`config.mk`:
```
export PLATFORM = sky130hd
export DESIGN_NAME = rvfi_obi_txn_fifo
export DESIGN_NICKNAME = d
export VERILOG_FILES = /design/src/rtl/rvfi_obi_pkg.sv /design/src/rtl/rvfi_obi_txn_fifo.sv
export SDC_FILE = /design/constraint.sdc
export NUM_CORES = 1
export LEC_CHECK = 0
export CAP_MARGIN = 10
export CORE_MARGIN = 2
export CORE_UTILIZATION = 45
export DETAILED_ROUTE_END_ITERATION = 8
export PLACE_DENSITY = 0.8
export SLEW_MARGIN = 20
export SYNTH_ARGS = -nofsm -noshare
export SYNTH_HDL_FRONTEND = slang
export SYNTH_SLANG_ARGS = --single-unit
```
`constraint.sdc`:
```
create_clock -name clock -period 3.1 [get_ports clock]
set_input_delay 0.62 -clock clock [delete_from_list [all_inputs] [get_ports clock]]
set_output_delay 0.62 -clock clock [all_outputs]
set_load 0.1 [all_outputs]
```
`src/rtl/rvfi_obi_pkg.sv`:
```
// rtl/rvfi_obi_pkg.sv - shared types for the OBI memory responder model
package rvfi_obi_pkg;

  // Width of the outstanding-transaction counter (covers depths up to 4)
  localparam int unsigned OBI_CNT_W = 3;

  // One granted transaction as remembered until its response
  typedef struct packed {
    logic        we;
    logic [3:0]  be;
    logic [31:0] addr;
  } obi_txn_t;

endpackage

```
`src/rtl/rvfi_obi_txn_fifo.sv`:
```
// rtl/rvfi_obi_txn_fifo.sv - in-order queue of granted, not yet answered transactions
module rvfi_obi_txn_fifo
  import rvfi_obi_pkg::*;
#(
  parameter int unsigned DEPTH = 2
) (
  input  logic                 clock,
  input  logic                 reset,
  input  logic                 push_i,
  input  logic                 pop_i,
  input  obi_txn_t             din_i,
  output logic [OBI_CNT_W-1:0] count_o,
  output obi_txn_t             head_o
);

  localparam int unsigned PTR_W = (DEPTH > 1) ? $clog2(DEPTH) : 1;
  localparam logic [PTR_W-1:0] LAST_PTR = PTR_W'(DEPTH - 1);
  localparam logic [OBI_CNT_W-1:0] FULL_CNT = OBI_CNT_W'(DEPTH);

  obi_txn_t             mem_q [DEPTH];
  logic [PTR_W-1:0]     wr_ptr_q, wr_ptr_d;
  logic [PTR_W-1:0]     rd_ptr_q, rd_ptr_d;
  logic [OBI_CNT_W-1:0] count_q, count_d;

  // Pointer and occupancy next-state; pointers wrap at DEPTH, not at a power of two
  always_comb begin
    wr_ptr_d = wr_ptr_q;
    rd_ptr_d = rd_ptr_q;
    count_d  = count_q;
    if (push_i) begin
      wr_ptr_d = (wr_ptr_q == LAST_PTR) ? '0 : wr_ptr_q + 1'b1;
    end
    if (pop_i) begin
      rd_ptr_d = (rd_ptr_q == LAST_PTR) ? '0 : rd_ptr_q + 1'b1;
    end
    case ({push_i, pop_i})
      2'b10:   count_d = count_q + 1'b1;
      2'b01:   count_d = count_q - 1'b1;
      default: count_d = count_q;
    endcase
  end

  // Storage and pointers; a push into a full queue only happens alongside a pop,
  // so overwriting the head slot is safe because the head is consumed this cycle
  always_ff @(posedge clock or posedge reset) begin
    if (reset) begin
      for (int i = 0; i < int'(DEPTH); i++) begin
        mem_q[i] <= '0;
      end
      wr_ptr_q <= '0;
      rd_ptr_q <= '0;
      count_q  <= '0;
    end else begin
      if (push_i) begin
        mem_q[wr_ptr_q] <= din_i;
      end
      wr_ptr_q <= wr_ptr_d;
      rd_ptr_q <= rd_ptr_d;
      count_q  <= count_d;
    end
  end

  assign count_o = count_q;
  assign head_o  = mem_q[rd_ptr_q];

`ifdef FORMAL
  // Overflow is excluded by the grant logic upstream
  always_comb begin
    if (!reset) begin
      assert (!(push_i && !pop_i && count_q == FULL_CNT));
    end
  end
`endif

endmodule

```
==> results of run 1 <==
-- final cells by class --
class / instances / area, um2 / area share [%]
sequential: 79 / 1980 / 44.5
clock inverter: 5 / 82.6 / 1.86
clock buffer: 11 / 131 / 2.95
tap: 99 / 124 / 2.79
timing repair buffer: 84 / 756 / 17.0
inverter: 5 / 20.0 / 0.450
multi-input combinational: 122 / 1360 / 30.5
-- placed cells by master, fill, tap and decap left out --
cell | synthesis | layout
clkdlybuf4s50_1 | 0 | 40
fa_1 | 1 | 1
clkinv_2 | 0 | 1
clkbuf_8 | 3 | 9
ha_1 | 1 | 1
dfrtp_2 | 0 | 1
clkbuf_1 | 0 | 2
bufinv_16 | 0 | 2
mux2i_1 | 1 | 1
clkinvlp_4 | 0 | 3
nand2b_2 | 0 | 1
nor2_1 | 1 | 1
xor2_1 | 4 | 4
buf_12 | 0 | 2
dfrtp_1 | 79 | 78
xnor2_1 | 1 | 1
inv_1 | 5 | 4
mux2_2 | 111 | 111
nand2_2 | 1 | 1
buf_4 | 0 | 42
-- kinds of logic after synthesis --
logic type / count (synthesis)
xor gates and xnor gates: 5
DFF: 79
muxes: 112
buffers and inverters: 16
adders and majority gates: 2
and+or+nand+nor: 3
-- worst paths after layout --
kind,from,endpoint,slack [ns],cells after the start
min reg2reg,count_o[2],count_o[2],0.47,1
min,count_o[2],count_o[2],0.47,1
max,rd_ptr_q,head_o[21],0.50,2
min in group asynchronous,reset,count_o[1],0.68,2
max reg2reg,wr_ptr_q,mem_q[55],1.58,3
max in group asynchronous,reset,mem_q[55],1.78,3
-- worst max-delay path, stage by stage (launching register included) --
cell	delay, ns
dfrtp_2	0.96
mux2_2	0.42
buf_4	0.23
-- layer usage --
layer,GRT usage [%],wire [um],vias to the layer above
met5,0,0,-
met2,24.5,2970,53
met1,19.9,2720,987
li1,-,-,928
met3,4.11,366,11
met4,7.70,129,0
-- sequential cells by signal (all words and copies together) (netlist names) --
register	cells
mem_q	74
count_o	3
wr_ptr_q	1
rd_ptr_q	1
-- metrics by stage --
step | util, % | instance area [um2] | instances | hold WS, ns
4_1_cts | 60.7 | 4450 | 405 | 0.476
6_report | 60.7 | 4450 | 405 | 0.475
3_5_place_dp | 57.7 | 4230 | 389 | 0.464
2_1_floorplan | - | 3450 | 217 | 0.471
3_3_place_gp | 57.7 | 4230 | 389 | 0.468
5_1_grt | 60.7 | 4450 | 405 | 0.501
==> metrics, run 1 <==
status=finished, final reports clean; adder-cell share of the synthesized area=0.942%; Syn Inst Count=217; Sink Count=slightly below 80; Compound-Gate Fraction of Synth Area=0%; Row Count=31; XOR/XNOR Fraction of Synth Area=approximately 1.3%; # hold bufs at CTS=0; Clock Skew=around 0.0064 ns; flops & latches, synth=79; vias in the first global route=2175; Tmin final=2.60 ns; Final Setup Violations=0; Synth Cell Area=roughly 3500 um2; Area growth syn-to-layout=28.7%; Die Wd=about 92 um; slew margin rel.=between 40% and 50%; post-CTS setup buffers=0; IO buf count=80; post-synth cell types=14; antenna violation net count after detailed routing=0; mean post-synth cell area=approximately 16 um2; DRC=0; pin count of the biggest net entering global routing=43; Yosys warning count=0; number of buffers created by CTS=9; routability cong.=approximately 0.72; CTS resizes=0; Crit. End Element=primary output; Die Ht=91.6 um; post-synthesis net count=260; GR Overflow Total=0; Fin. Hold Viols=0; worst slew pin tran=~0.90 ns; layout cells sized above 1=roughly 57%; first-pass GRT wire length=a little over 10 mm; crit path launch type=flop; post-DP HPWL=between 4 and 5 mm; Crit path required time=2.48 ns; Hold Path Class=reg2reg; Via Count=1979; top post-synthesis cells by count=mux2_2, dfrtp_1, inv_1; H-Tree Depth=3; Seq/Total Area, Yosys=approximately 57%; Layout fillers=roughly 590; Root Buffer Master=clkbuf_8; starting density of the core=between 40% and 50%; CTS Buffer Depth=2; number of synthesized flops with an enable pin=0; Die ar.=around 8400 um2; critical path class=reg2out; fin crit share=a little over four fifths; CTS tree=built; Final Worst Setup Slack=between 0.5 and 0.6 ns; Yosys top cell area share=57.2%; ant diodes=0; dpl ws=roughly 0.79 ns; fraction of the mapped netlist area in simple logic gates=less than 1%; clk slew on worst S/H paths=0.08 ns; total track usage=15.6%; critical-path maximum fanout=38; Peak Freq=approximately 390 MHz; asr flop ratio synth=between 90% and 100%; ys flop type=dfrtp_1; DR pass1 iterations=3; First DRT Iteration DRCs=16; Ports=81; CP arrival=roughly 2 ns; core region area=between 7000 and 8000 um2; RSZ-0062 raised after global routing=no; Skew-Pair Late Insertion Delay=between 0.3 and 0.4 ns; Via density=just under 5; Synth area leader=dfrtp_1; maxcap violations=0; Area contributors post-synth=dfrtp_1, mux2_2, buf_6, clkbuf_8, xor2_1; drt wl/cell=about 15 um; WL final=6.18 mm; top-count cell post-synth=mux2_2; mux share of post-synthesis cell area=36.5%; main combinational cell family by area after synthesis=multiplexers; initial antenna violation count=0; Slew Viols, Final=0; Post-layout nets=~340; Setup TNS=0 ns
Power of run 1 is not shown: default switching activity piles up to over one toggle a cycle in this logic, so the estimate is an artifact.
==> inputs of run 2 (changes only) <==
--- a/config.mk
+++ b/config.mk
@@ -9,7 +9,7 @@
 export CORE_MARGIN = 2
 export CORE_UTILIZATION = 45
 export DETAILED_ROUTE_END_ITERATION = 8
-export PLACE_DENSITY = 0.8
+export PLACE_DENSITY = 0.83
 export SLEW_MARGIN = 20
 export SYNTH_ARGS = -nofsm -noshare
 export SYNTH_HDL_FRONTEND = slang
==> constraint.sdc (replaced) <==
create_clock -name clock -period 2.2 [get_ports clock]
set_input_delay 0.44 -clock clock [delete_from_list [all_inputs] [get_ports clock]]
set_output_delay 0.44 -clock clock [all_outputs]
set_load 0.1 [all_outputs]
==> run 2 against run 1 <==
Clock skew fell by 0.0013 ns. Sequential share of layout area fell by 4.8 points. Sequential cell count did not move. Utilization rose by 7.3 points. Via count rose by 2.2%. Global-route usage rose by 1.0 points. Worst hold slack improved by 0.023 ns. Critical path depth rose by 1.
==> metrics, run 2 (same netlist as run 1, synthesis figures left out) <==
status=finished, final reports clean; IO buf count=80; # hold bufs at CTS=0; drt wl/cell=about 16 um; Sink Count=79; Skew-Pair Late Insertion Delay=roughly 0.34 ns; Final Setup Violations=0; starting density of the core=between 40% and 50%; slew margin rel.=roughly 72%; Hold Path Class=reg2reg; layout cells sized above 1=roughly 57%; core region area=7330 um2; total track usage=between 10% and 20%; RSZ-0062 raised after global routing=no; CP arrival=approximately 1.7 ns; Peak Freq=between 400 and 500 MHz; GR Overflow Total=0; crit path launch type=flop; Setup TNS=0 ns; First DRT Iteration DRCs=between 50 and 60; CTS tree=built; CTS resizes=0; Area growth syn-to-layout=44.2%; DR pass1 iterations=4; Slew Viols, Final=0; Die Ht=91.6 um; post-CTS setup buffers=0; H-Tree Depth=3; Crit path required time=roughly 1.8 ns; initial antenna violation count=0; worst slew pin tran=~0.41 ns; Clock Skew=slightly above 0.005 ns; Fin. Hold Viols=0; most frequent cells in the layout=mux2_2, dfrtp_1, buf_12, clkdlybuf4s50_1, clkbuf_8; CTS Buffer Depth=2; Die Wd=91.6 um; Via density=4.96; critical path class=reg2out; Row Count=31; clk slew on worst S/H paths=around 0.07 ns; Die ar.=about 8400 um2; WL final=approximately 6.5 mm; first-pass GRT wire length=between 10 and 15 mm; Post-layout nets=about 350; critical-path maximum fanout=32; Via Count=slightly above 2000; routability cong.=roughly 0.67; R2R Setup Slk=about 0.8 ns; antenna violation net count after detailed routing=0; vias in the first global route=between 2000 and 2500; Tmin final=2.11 ns; Ports=approximately 80; commonest non-fill, non-tap cell in the layout=mux2_2; post-DP HPWL=4.51 mm; dpl ws=approximately 0.079 ns; fin crit share=95.9%; ant diodes=0; pin count of the biggest net entering global routing=80; maxcap violations=0; Final Worst Setup Slack=between 0.08 and 0.09 ns; Crit. End Element=primary output; Root Buffer Master=clkbuf_8; Largest register FFs=74; DRC=0; number of buffers created by CTS=9; Biggest register=mem_q
## run 2: per-stage QoR
stage / hold WS [ns] / area [um2] / std cells / utilization, %
after floorplan: 0.471 / 3460 / 217 / -
after CTS: 0.506 / 4980 / 408 / 68.0
after global routing: 0.510 / 4980 / 408 / 68.0
after global placement: 0.468 / 4760 / 392 / 64.9
after detailed placement: 0.488 / 4760 / 392 / 64.9
final: 0.498 / 4980 / 408 / 68.0
## run 2: worst paths after layout
check | startpoint | endpoint | depth (start not counted)
max | rd_ptr_q | head_o[22] | 3
min | count_o[2] | count_o[2] | 1
max reg2reg | wr_ptr_q | mem_q[53] | 3
min reg2reg | count_o[2] | count_o[2] | 1
max in group asynchronous | reset | mem_q[69] | 3
min in group asynchronous | reset | count_o[0] | 3
## run 2: per-layer routing
| layer | global-route usage (%) | vias up | wire (um) |
|---|---|---|---|
| met1 | 19.6 | 1027 | 2620 |
| met3 | 4.68 | 5 | 361 |
| met5 | 0 | - | 0 |
| li1 | - | 938 | - |
| met2 | 28.2 | 53 | 3420 |
| met4 | 7.20 | 0 | 55 |
## run 2: area by class of cell
class | count | area, um2
tap | 99 | 124
multi-input combinational | 122 | 1360
sequential | 79 | 1980
fill | 515 | 2350
clock buffer | 13 | 159
clock inverter | 3 | 65.1
timing repair buffer | 87 | 1280
inverter | 5 | 22.5
## run 2: critical path, stage by stage (launching register included)
cell and delay [ns]:
dfrtp_2 0.49, buf_12 0.25, mux2_2 0.40, buf_12 0.17
Power of run 2 is left out for the same reason.
==> inputs of run 3 (changes only) <==
--- a/config.mk
+++ b/config.mk
@@ -8,6 +8,7 @@
 export CAP_MARGIN = 10
 export CORE_MARGIN = 2
 export CORE_UTILIZATION = 45
+export CTS_CLUSTER_SIZE = 20
 export DETAILED_ROUTE_END_ITERATION = 8
 export PLACE_DENSITY = 0.83
 export SLEW_MARGIN = 20
==> results of run 3 <==
Same layout as run 2: the final DEF is identical, and so are final timing and power.
Power of run 3 is left out for the same reason.
